`src/rtl/montgomery_pkg.sv`:
```
// Shared types and helpers for the Montgomery constant generator.
// Latency: n/a (package only).
// Backpressure: n/a (package only).
package montgomery_pkg;

  typedef enum logic [2:0] {
    IDLE = 3'd0,
    LOAD = 3'd1,
    R2   = 3'd2,
    NINV = 3'd3,
    DONE = 3'd4
  } state_e;

  // Argument width of msb_len; the generator supports DATA_WIDTH up to this.
  localparam int MSB_ARG_W = 64;

  // Width needed to hold a bit length in the range 0..w.
  function automatic int kw_of(input int w);
    return $clog2(w + 1);
  endfunction

  // Bit length of n: index of the most significant set bit plus one (0 for n == 0).
  function automatic int msb_len(input logic [MSB_ARG_W-1:0] n);
    int len;
    len = 0;
    for (int i = 0; i < MSB_ARG_W; i++) begin
      if (n[i]) len = i + 1;
    end
    return len;
  endfunction

endpackage

```
`src/rtl/mod_doubler.sv`:
```
// Modular doubling step: y = (2x >= n) ? 2x - n : 2x, valid for x < n.
// Latency: combinational.
// Backpressure: none; pure function of its inputs.
module mod_doubler #(
  parameter int DATA_WIDTH = 8
) (
  input  logic [DATA_WIDTH-1:0] x,
  input  logic [DATA_WIDTH-1:0] n,
  output logic [DATA_WIDTH-1:0] y
);

  logic [DATA_WIDTH:0] x2;

  // Double with one extra bit so the carry takes part in the compare.
  always_comb begin
    x2 = {x, 1'b0};
    if (x2 >= {1'b0, n}) y = DATA_WIDTH'(x2 - {1'b0, n});
    else                 y = x2[DATA_WIDTH-1:0];
  end

endmodule

```
`src/rtl/montgomery_precompute.sv`:
```
// Montgomery constants from odd modulus N: k, R mod N, R^2 mod N, optional N' (MONTGOMERY_NPRIME_EN).
// Latency: done after 1 edge on error, k+1 edges normally, 2k edges with N' enabled.
// Backpressure: none; a new start aborts the running job, results hold while done is high.
module montgomery_precompute
  import montgomery_pkg::*;
#(
  parameter  int DATA_WIDTH = 8,
  localparam int KW         = kw_of(DATA_WIDTH)
) (
  input  logic                  clk,
  input  logic                  reset,
  input  logic                  start,
  input  logic [DATA_WIDTH-1:0] modulant,
  output logic                  busy,
  output logic                  done,
  output logic                  error,
  output logic [KW-1:0]         k_bits,
  output logic [DATA_WIDTH-1:0] R_mod,
  output logic [DATA_WIDTH-1:0] R_square,
  output logic [DATA_WIDTH-1:0] n_prime
);

  localparam int W = DATA_WIDTH;

  state_e         state_q, state_d;
  logic [W-1:0]   n_q, n_d;
  logic [W-1:0]   x_q, x_d;
  logic [W-1:0]   r_mod_q, r_mod_d;
  logic [W-1:0]   r_sq_q, r_sq_d;
  logic [KW-1:0]  cnt_q, cnt_d;
  logic [KW-1:0]  k_q, k_d;
  logic           err_q, err_d;

  logic [KW-1:0]  k_load;
  logic [W-1:0]   r_mod_load;
  logic           n_bad;
  logic           r2_last;
  logic [W-1:0]   dbl_x;

`ifdef MONTGOMERY_NPRIME_EN
  logic [W-1:0]   inv_q, inv_d;
  logic [W-1:0]   t_q, t_d;
  logic [KW-1:0]  i_q, i_d;
  logic [W-1:0]   np_q, np_d;
  logic           t_bit;
  logic [W-1:0]   inv_nxt, t_nxt, k_mask, np_final;
  logic           ninv_last;
`endif

  mod_doubler #(.DATA_WIDTH(W)) u_doubler (
    .x (x_q),
    .n (n_q),
    .y (dbl_x)
  );

  // LOAD-time constants and loop terminations derived from the latched modulus.
  always_comb begin
    k_load     = KW'(msb_len(MSB_ARG_W'(n_q)));
    // 2^(k-1) <= N < 2^k, so 2^k - N always fits in W bits.
    r_mod_load = W'(({{W{1'b0}}, 1'b1} << k_load) - {1'b0, n_q});
    n_bad      = ~n_q[0] | (n_q < W'(3));
    r2_last    = (cnt_q == KW'(1));
  end

`ifdef MONTGOMERY_NPRIME_EN
  // One Hensel-lifting step of the inverse per cycle, bit i_q of the running product.
  always_comb begin
    t_bit     = |(t_q & (W'(1) << i_q));
    inv_nxt   = t_bit ? (inv_q | (W'(1) << i_q)) : inv_q;
    t_nxt     = t_bit ? (t_q + (n_q << i_q)) : t_q;
    k_mask    = W'(({{W{1'b0}}, 1'b1} << k_q) - (W+1)'(1));
    np_final  = (~inv_nxt + W'(1)) & k_mask;
    ninv_last = (i_q == k_q - KW'(1));
  end
`endif

  // State and datapath registers; reset clears everything.
  always_ff @(posedge clk) begin
    if (reset) begin
      state_q <= IDLE;
      n_q     <= '0;
      x_q     <= '0;
      r_mod_q <= '0;
      r_sq_q  <= '0;
      cnt_q   <= '0;
      k_q     <= '0;
      err_q   <= 1'b0;
`ifdef MONTGOMERY_NPRIME_EN
      inv_q   <= '0;
      t_q     <= '0;
      i_q     <= '0;
      np_q    <= '0;
`endif
    end else begin
      state_q <= state_d;
      n_q     <= n_d;
      x_q     <= x_d;
      r_mod_q <= r_mod_d;
      r_sq_q  <= r_sq_d;
      cnt_q   <= cnt_d;
      k_q     <= k_d;
      err_q   <= err_d;
`ifdef MONTGOMERY_NPRIME_EN
      inv_q   <= inv_d;
      t_q     <= t_d;
      i_q     <= i_d;
      np_q    <= np_d;
`endif
    end
  end

  // Next state: start always restarts at LOAD, otherwise walk LOAD -> R2 (-> NINV) -> DONE.
  always_comb begin
    state_d = state_q;
    if (start) begin
      state_d = LOAD;
    end else begin
      case (state_q)
        IDLE: state_d = IDLE;
        LOAD: state_d = n_bad ? DONE : R2;
`ifdef MONTGOMERY_NPRIME_EN
        R2:   if (r2_last) state_d = NINV;
        NINV: if (ninv_last) state_d = DONE;
`else
        R2:   if (r2_last) state_d = DONE;
`endif
        DONE: state_d = DONE;
        default: state_d = IDLE;
      endcase
    end
  end

  // Datapath updates; result registers change only when their state is left.
  always_comb begin
    n_d     = n_q;
    x_d     = x_q;
    r_mod_d = r_mod_q;
    r_sq_d  = r_sq_q;
    cnt_d   = cnt_q;
    k_d     = k_q;
    err_d   = err_q;
`ifdef MONTGOMERY_NPRIME_EN
    inv_d   = inv_q;
    t_d     = t_q;
    i_d     = i_q;
    np_d    = np_q;
`endif
    if (start) begin
      n_d     = modulant;
      x_d     = '0;
      r_mod_d = '0;
      r_sq_d  = '0;
      cnt_d   = '0;
      k_d     = '0;
      err_d   = 1'b0;
`ifdef MONTGOMERY_NPRIME_EN
      np_d    = '0;
`endif
    end else begin
      case (state_q)
        LOAD: begin
          if (n_bad) begin
            err_d = 1'b1;
          end else begin
            k_d     = k_load;
            r_mod_d = r_mod_load;
            x_d     = r_mod_load;
            cnt_d   = k_load;
          end
        end
        R2: begin
          x_d   = dbl_x;
          cnt_d = cnt_q - KW'(1);
          if (r2_last) begin
            r_sq_d = dbl_x;
`ifdef MONTGOMERY_NPRIME_EN
            inv_d  = W'(1);
            t_d    = n_q;
            i_d    = KW'(1);
`endif
          end
        end
`ifdef MONTGOMERY_NPRIME_EN
        NINV: begin
          inv_d = inv_nxt;
          t_d   = t_nxt;
          i_d   = i_q + KW'(1);
          if (ninv_last) np_d = np_final;
        end
`endif
        default: begin
        end
      endcase
    end
  end

  // Status decode from the current state.
  always_comb begin
    busy = (state_q == LOAD) || (state_q == R2) || (state_q == NINV);
    done = (state_q == DONE);
  end

  assign error    = err_q;
  assign k_bits   = k_q;
  assign R_mod    = r_mod_q;
  assign R_square = r_sq_q;
`ifdef MONTGOMERY_NPRIME_EN
  assign n_prime  = np_q;
`else
  assign n_prime  = '0;
`endif

endmodule

```
`config.mk`:
```
export PLATFORM = sky130hd
export DESIGN_NAME = montgomery_precompute
export DESIGN_NICKNAME = d
export VERILOG_FILES = /design/src/rtl/montgomery_pkg.sv /design/src/rtl/mod_doubler.sv /design/src/rtl/montgomery_precompute.sv
export SDC_FILE = /design/constraint.sdc
export NUM_CORES = 1
export LEC_CHECK = 0
export CELL_PAD_IN_SITES_DETAIL_PLACEMENT = 0
export CELL_PAD_IN_SITES_GLOBAL_PLACEMENT = 1
export CORE_UTILIZATION = 43
export CTS_CLUSTER_SIZE = 40
export DETAILED_ROUTE_END_ITERATION = 10
export PLACE_DENSITY_LB_ADDON = 0.1
export SLEW_MARGIN = 10
export SYNTH_ARGS = -nofsm -noshare
export SYNTH_HDL_FRONTEND = slang
export SYNTH_HIERARCHICAL = 1
export SYNTH_SLANG_ARGS = --single-unit
```
`constraint.sdc`:
```
create_clock -name clk -period 3.9 [get_ports clk]
set_clock_uncertainty 0.05 [all_clocks]
set_input_delay 0.39 -clock clk [delete_from_list [all_inputs] [get_ports clk]]
set_output_delay 0.39 -clock clk [all_outputs]
set_load 0.02 [all_outputs]
```
==> results of run 1 <==
per-layer routing:
layer  GRT usage  vias to the layer above  wire [microns]
met5           0                        -               0
met1      0.2828                     1090            3196
met4     0.05714                        0              45
met2      0.3900                       44            3271
met3     0.04000                        4             232
li1            -                     1198               -
worst max-delay path, delay by kind of cell, from the launching register on:
| family | cells | cell delay, ns |
|---|---|---|
| buf+inv | 1 | 0.05 |
| fa+ha+maj | 2 | 0.59 |
| flops | 1 | 0.55 |
| mux | 1 | 0.25 |
| simple gates | 1 | 0.10 |
| compound gates | 6 | 1.11 |
cell usage after synthesis, types with 7 or more instances:
cell type	n	area share
sky130_fd_sc_hd__a21oi_1	34	0.063
sky130_fd_sc_hd__nand3_1	16	0.029
sky130_fd_sc_hd__mux2i_1	11	0.040
sky130_fd_sc_hd__and3_1	8	0.018
sky130_fd_sc_hd__ha_1	17	0.078
sky130_fd_sc_hd__clkbuf_1	7	0.0097
sky130_fd_sc_hd__nor2_1	39	0.054
sky130_fd_sc_hd__inv_1	21	0.029
sky130_fd_sc_hd__nand2_1	26	0.036
sky130_fd_sc_hd__buf_4	10	0.028
sky130_fd_sc_hd__dfxtp_1	44	0.32
sky130_fd_sc_hd__o21ai_0	8	0.015
through the flow:
step | util | cells | total power [W]
after floorplan | - | 334 | 0.0006492
after global placement | 0.5075 | 424 | 0.0006955
after detailed placement | 0.5075 | 424 | 0.0006954
after CTS | 0.5237 | 432 | 0.001007
after global routing | 0.5237 | 432 | 0.001052
final | 0.5237 | 432 | 0.0009961
cells by family after synthesis:
group	count (synthesis)	synth area share
AND/OR/NAND/NOR	117	0.2191
other	1	0.001379
multiplexers	16	0.06259
adder cells (fa/ha/maj)	19	0.09296
buffers and inverters	42	0.07824
AO/OA/AOI/OAI	83	0.2057
XOR/XNOR	5	0.01611
flip-flops	44	0.3240
path summary, 6_finish.rpt:
path                                   from     endpoint  slack (ns)  depth (start not counted)
worst min register to register  R_square[3]  R_square[3]        0.41                          2
worst max-delay path                 n_q[0]       x_q[6]        1.09                         11
worst min-delay path            R_square[3]  R_square[3]        0.41                          2
worst max register to register       n_q[0]       x_q[6]        1.09                         11
flip-flops by register name, indices dropped and copies added (netlist names):
signal / cells
cnt_q: 4
n_q: 8
R_square: 8
x_q: 8
k_bits: 4
state_q: 3
error: 1
R_mod: 8
power breakdown:
group	total, W	internal, W	switching [W]	leakage (nW)
clock	0.000309	0.000144	0.000165	0.0434
combinational	0.000215	0.0000938	0.000122	0.816
sequential	0.000472	0.000457	0.0000146	0.356
cells in the final DEF (no fill, tap or decap), drive strengths merged, types with 5 or more instances in the layout:
| master | instances |
|---|---|
| dfxtp | 44 |
| nor2 | 40 |
| a21oi | 35 |
| clkdlybuf4s50 | 33 |
| nand2 | 26 |
| inv | 21 |
| ha | 17 |
| nand3 | 16 |
| o21ai | 13 |
| mux2i | 11 |
| and3 | 8 |
| conb | 8 |
| clkbuf | 6 |
| nor3 | 6 |
| a31oi | 6 |
| mux2 | 5 |
cell type report:
type | count | area (sq um)
Sequential cell | 44 | 880.8
Clock inverter | 2 | 15.01
Inverter | 21 | 78.83
Timing Repair Buffer | 36 | 352.8
Multi-Input combinational cell | 248 | 1652
Tap cell | 75 | 93.84
Fill cell | 618 | 2870
Clock buffer | 6 | 82.58
==> summary by stage, run 1 <==
Hold path
In this run the worst hold path is classified as flip-flop to flip-flop.

Yosys
The synthesis warning total is 6. Of the synthesized area, sequential elements account for 0.3240. The cell area that synthesis handed to floorplanning was approximately 2700 sq um. For this run, asynchronously set or reset flops after synthesis account for 0. The number of enable-type register cells in the synthesized netlist is 0.

The post-synthesis area per instance is approximately 8.3 sq um. The synthesized design contains 44 register bits. After synthesis, the netlist uses 57 different library cells. The cell count after synthesis came out at about 330. The predominant post-synthesis flop cell is sky130_fd_sc_hd__dfxtp_1.

Setup path
Counting stages on the worst path, the most repeated cell is sky130_fd_sc_hd__a21oi_1. The worst endpoint required time is 4.03 ns. STA classifies the critical path startpoint as a flip-flop. The worst setup path is captured at a flip-flop. In this run the worst path has a maximum fanout of 8. The class of the most critical setup path is flip-flop to flip-flop. The highest cell delay on the worst timing path is between 0.5 and 0.6 ns. The critical path arrival is ~2.9 ns. The signal on the critical path passes through a21oi_1 -> o31a_1 -> nand4_1 -> ha_1 -> inv_1 -> fa_1 -> a211oi_1 -> o21bai_1 -> a21oi_1 -> mux2i_1 -> o21ai_1. The library cell contributing the largest single delay on the critical path is sky130_fd_sc_hd__dfxtp_1.

Cells and area
The fraction of layout instances using a drive strength above 1 is 0.08123. The final design area excluding fillers is 3156 sq um. The area growth from synthesis to layout is 16.06%. The number of nets in the final layout is 386. The diode insertion count for antenna repair is 0.

Pwr
In this run the power density over the cells is approximately 320 nW/um^2. The analysis attributes to cell leakage a power of 1.216 nW. The peak supply drop is around 0.15 mV.

Global routing
The leftover overflow at the end of global routing is 0. The largest net degree at the start of global routing is 24. The first global-routing pass estimated approximately 11 mm of wire. The number of antenna violations at the first check in global routing is 0. The number of global-route vias before repair was around 2.2k. Across every metal layer, demand over resource in global routing totals 0.2240.

Timing
The final critical delay including setup and external delays is about 2.8 ns. The post-route clock period utilization is 0.7207. Setup repair after global routing left no endpoint under its margin.

The number of slew-limit violations in the final report came to 0. The worst pin sits at a relative slew slack of 0.6191. The post-route worst hold slack is 0.4057 ns. At the pin with the least slew margin, the transition time is between 0.5 and 0.6 ns. For the final routed database, the setup TNS stands at 0 ns. The final hold violation count is 0. Setup slack closes at around 1.1 ns. The maximum frequency from static timing analysis is about 360 MHz. The final setup violation count is 0.

Placement
Routability-driven placement finished with a final weighted congestion of between 0.8 and 0.9. Summed over all nets, the half-perimeter wirelength after detailed placement is a little over 5 mm. OpenSTA, run right after detailed placement, puts the worst setup slack at ~1.1 ns. The number of I/O port buffers is 33.

Summing all placed instances gives a cell area of 3058 sq um.

Die
The die covers about 6600 sq um. For this configuration, the core starts out at a cell density of 0.4512. The standard-cell row count is 28. The die is between 80 and 90 microns tall. Measured along the x axis, the die boundary spans 81.52 microns. The total I/O pin count is 42. The core region is between 6000 and 7000 sq um.

CTS
The cell chosen for the clock root is sky130_fd_sc_hd__clkbuf_8. After clock tree synthesis, the clock-pin slew on the worst setup and hold paths is around 0.090 ns. The count of hold-fix buffers inserted at cts is 0. Buffers added to address setup during post-CTS repair amount to 0. The number of buffers inserted during clock tree synthesis is 5.

The H-tree was split into 2 levels. The number of clock sinks is 44. The later pin in the worst-skew pair is clocked with a latency of ~0.30 ns. In this run, post-CTS repair resized a total of 0 instances.

The TritonCTS clock tree is built. Counting along the longest clock path gives a buffer depth of 2.

Detailed routing
Across all layers, the routed design uses about 2.3k vias. The via-per-instance ratio is about 5.4. The detailed-router iteration count before antenna repair is 4. Summed over all layers, the routed wires come to just under 7 mm. The DRC violation count after routing is 0. Dividing the detail-routed wire length by the instance count gives 15.62 microns.

After the first detailed-routing iteration, the DRC count stood at 153. The post-detailed-route count of antenna-violating nets is 0.

Status
The run finished with clean final reports.

Flow run
The max-cap violation count is 0.
No activity file was read; power rests on OpenSTA's default activity.
==> run 2: changes to the inputs <==
CORE_UTILIZATION = 36   (was 43)
clock period = 2.3 ns   (was 3.9 ns; I/O delays follow)
==> run 2 against run 1 <==
Compared with the run above: the flow now finishes with violations (setup timing); global-route usage is 3.1 points lower; maximum frequency is 15% higher; worst setup slack worse by 1.2 ns; utilization is 0.17 points higher; die area is 19% higher; first-iteration DRC count is 40% lower; sequential power is 68% higher; sequential share of layout area is 4.4 points lower; cell count is 18% higher; critical path type unchanged.
==> summary by stage, run 2 (same netlist as run 1, synthesis figures left out) <==
Status
Status: complete, but fails checks (was complete, no violations). The checks that failed: setup timing.

Placement
The final weighted congestion of routability-driven global placement is 0.7673 (was 0.8416). The half-perimeter wire length after placement is 5.489 mm (was 5.165 mm). The worst setup slack before clock tree synthesis came to -0.1822 ns (was 1.106 ns). The number of I/O port buffers was 33 (unchanged).

Die
The floorplan core area is 7292 sq um (was 6026 sq um). The total I/O pin count is 42 (unchanged). The total die area is 7904 sq um (was 6645 sq um). The vertical extent of the die was 88.91 microns (was 81.52 microns). The standard-cell row count is 31 (was 28).

The die outline width is 88.91 microns (was 81.52 microns). The initial standard-cell utilization of the core is 0.3729 (was 0.4512).

Timing
The maximum frequency from static timing analysis is 408.1 MHz (was 355.8 MHz). The final critical delay including setup and external delays was 2.450 ns (was 2.811 ns). The remaining max-slew budget at the tightest pin was 0.5884 (was 0.6191).

Setup repair after global routing missed its margin: true (was false). The sum of negative setup slack is -0.5258 ns (was 0 ns). The slack of the critical path is -0.1505 ns (was 1.089 ns).

The post-route clock period utilization was 1.065 (was 0.7207). The number of slew-limit violations in the final report came to 0 (unchanged). The final setup violation count is 6 (was 0). The final hold violation count is 0 (unchanged). The slew of the pin with the lowest slew margin is 0.6160 ns (was 0.5695 ns).

Pwr
The share of total power in the clock network was 0.273 (was 0.310). The total power draw is 0.001850 W (was 0.0009961 W). The power per standard cell area came to 482.8 nW/um^2 (was 315.7 nW/um^2). The switching fraction of total power is 0.3101 (was 0.3028). The peak supply drop is 0.3197 mV (was 0.1546 mV). The cell leakage power is 1.523 nW (was 1.216 nW). The combinational fraction of design power was 0.299 (was 0.216). The share of power burned in registers is 0.428 (was 0.473). The reported net switching power is 0.0005737 W (was 0.0003016 W). The internal power contribution was 0.001276 W (was 0.0006944 W).

Global routing
The number of antenna violations at the first check in global routing came to 0 (unchanged). The largest net degree at the start of global routing was 32 (was 24). The number of global-route vias before repair came to 2,382 (was 2,219). The first-pass GRT wire length was 11.60 mm (was 11.06 mm). The leftover overflow at the end of global routing is 0 (unchanged).

The overall track demand over capacity in global routing was 0.1930 (was 0.2240).

Setup path
Cell Chain, Critical Path: inv_2 -> buf_4 -> buf_4 -> buf_4 -> buf_4 -> buf_4 -> fa_2 -> a211oi_2 -> o21bai_1 -> a21oi_1 -> mux2i_1 -> o21ai_1 (was a21oi_1 -> o31a_1 -> nand4_1 -> ha_1 -> inv_1 -> fa_1 -> a211oi_1 -> o21bai_1 -> a21oi_1 -> mux2i_1 -> o21ai_1). The class of the most critical setup path is flip-flop to flip-flop (unchanged). The register-to-register path setup slack came to -0.15 ns (was 1.09 ns). The worst reg2reg path endpoint was x_q[6] (unchanged).

The buffering stage count on the worst path with inverters included is 6 (was 1). The capturing element type of the critical path is a flip-flop (unchanged). The dominant cell type by count on the critical path is sky130_fd_sc_hd__buf_4 (was sky130_fd_sc_hd__a21oi_1). The length in cells of the worst reg-to-reg path was 12 (was 11).

The cell family with the largest share of critical-path delay is buffers and inverters (was compound AO/OA/AOI/OAI gates). The highest cell delay on the worst timing path is 0.40 ns (was 0.55 ns). The sort of element at the start of the critical path is a flip-flop (unchanged).

The largest fanout of any net on the critical path was 2 (was 8). The startpoint of the lowest-slack register-to-register path is n_q[1] (was n_q[0]). The library cell contributing the largest single delay on the critical path was sky130_fd_sc_hd__fa_2 (was sky130_fd_sc_hd__dfxtp_1). The critical path arrival was 2.59 ns (was 2.94 ns). The worst endpoint required time is 2.44 ns (was 4.03 ns).

Detailed routing
The via-per-instance ratio is 4.955 (was 5.407). The detailed-route wire length per cell was 13.88 microns (was 15.62 microns). The detailed-route via count is 2,527 (was 2,336). The detailed-router iteration count before antenna repair is 4 (unchanged). The DRC violation count after routing came to 0 (unchanged). The post-detailed-route count of antenna-violating nets is 0 (unchanged). The number of DRC markers in iteration 0 is 92 (was 153). The final routed wirelength across all metal layers is 7.079 mm (was 6.746 mm).

Hold path
The endpoint of the worst hold-timing path was R_square[5] (was R_square[3]). The worst hold path class is flip-flop to flip-flop (unchanged). The number of instances on the worst hold path came to 2 (unchanged). The startpoint of the worst hold path was R_square[5] (was R_square[3]).

Cells and area
The diode insertion count for antenna repair is 0 (unchanged). The number of nets in the final layout came to 440 (was 386). The most common library cell in the layout ignoring fill and taps is sky130_fd_sc_hd__buf_4 (was sky130_fd_sc_hd__dfxtp_1). The area added between synthesis and finish was 40.91% (was 16.06%). The fill cell total of the finished layout came to 722 (was 618).

The final standard cell utilization of the core is 0.5254 (was 0.5237). The fraction of layout instances using a drive strength above 1 is 0.2944 (was 0.08123). The area taken by flip-flops and latches is 900.9 sq um (was 880.8 sq um). Leading cell types in the layout, fill and taps excluded: sky130_fd_sc_hd__buf_4, sky130_fd_sc_hd__dfxtp_1, sky130_fd_sc_hd__nor2_1 (was sky130_fd_sc_hd__dfxtp_1, sky130_fd_sc_hd__nor2_1, sky130_fd_sc_hd__a21oi_1). The area occupied by multi-input gates is 1871 sq um (was 1652 sq um).

Flow run
The max-cap violation count is 0 (unchanged).

CTS
The TritonCTS clock tree is built (unchanged). The level count of the clock H-tree is 2 (unchanged). The number of clock sinks was 44 (unchanged).

The clock input transition at the sequential cells of the worst setup and hold paths is 0.09 ns (about the same). The number of buffers inserted during clock tree synthesis is 5 (unchanged). The cell chosen for the clock root is sky130_fd_sc_hd__clkbuf_8 (unchanged).

The maximum clock path buffer count is 2 (unchanged). The latest clock arrival within the worst-skew pair is 0.30 ns (about the same).
[run 2: worst max-delay path by stage]
stage	from	endpoint	slack [ns]	cells past startpoint
5_1_grt	n_q[1]	x_q[6]	-0.27	12
6_report	n_q[1]	x_q[6]	-0.15	12
4_1_cts	n_q[1]	x_q[6]	-0.14	13
3_3_place_gp	n_q[5]	x_q[3]	-0.08	11
3_5_place_dp	n_q[1]	x_q[6]	-0.18	12
2_1_floorplan	n_q[1]	x_q[6]	-0.02	12
[run 2: worst min-delay path, stage by stage, from the launching register on]
cell and delay (ns):
sky130_fd_sc_hd__dfxtp_1 0.32, sky130_fd_sc_hd__nand2_1 0.05, sky130_fd_sc_hd__a21oi_1 0.05
[run 2: cell type report]
class | instances | share of cell area
sequential | 44 | 0.2351
inverter | 21 | 0.02123
clock buffer | 5 | 0.01796
clock inverter | 3 | 0.006205
timing repair buffer | 90 | 0.1989
tap | 99 | 0.03233
multi-input combinational | 248 | 0.4882
[run 2: per-stage QoR]
stage / cell area, sq um / std cells / hold WS, ns
after floorplan: 2754 / 334 / 0.3271
after global placement: 3442 / 494 / 0.3938
after detailed placement: 3442 / 494 / 0.3965
after CTS: 3670 / 509 / 0.4098
after global routing: 3831 / 510 / 0.4245
final: 3831 / 510 / 0.4080
[run 2: repair_timing]
item | in CTS | in global routing
hold buffers | 0 | 0
pin swaps | 7 | 8
buffers inserted | 8 | 1
gates resized for setup | 21 | 28
endpoints found under the setup margin | 12 | 18
[run 2: power by group through the flow]
stage	Sequential [W]	Clock, W	Combinational [W]
floorplan	0.000812	0	0.000293
global route	0.000794	0.000542	0.000601
detailed placement	0.000810	0	0.000471
CTS	0.000794	0.000522	0.000511
global placement	0.000809	0	0.000471
finish	0.000792	0.000506	0.000552
[run 2: layer usage]
| metal | global-route usage | share of wire |
|---|---|---|
| met5 | 0 | 0 |
| met4 | 0.05572 | 0.016 |
| met3 | 0.02678 | 0.022 |
| met2 | 0.3378 | 0.50 |
| met1 | 0.2479 | 0.47 |
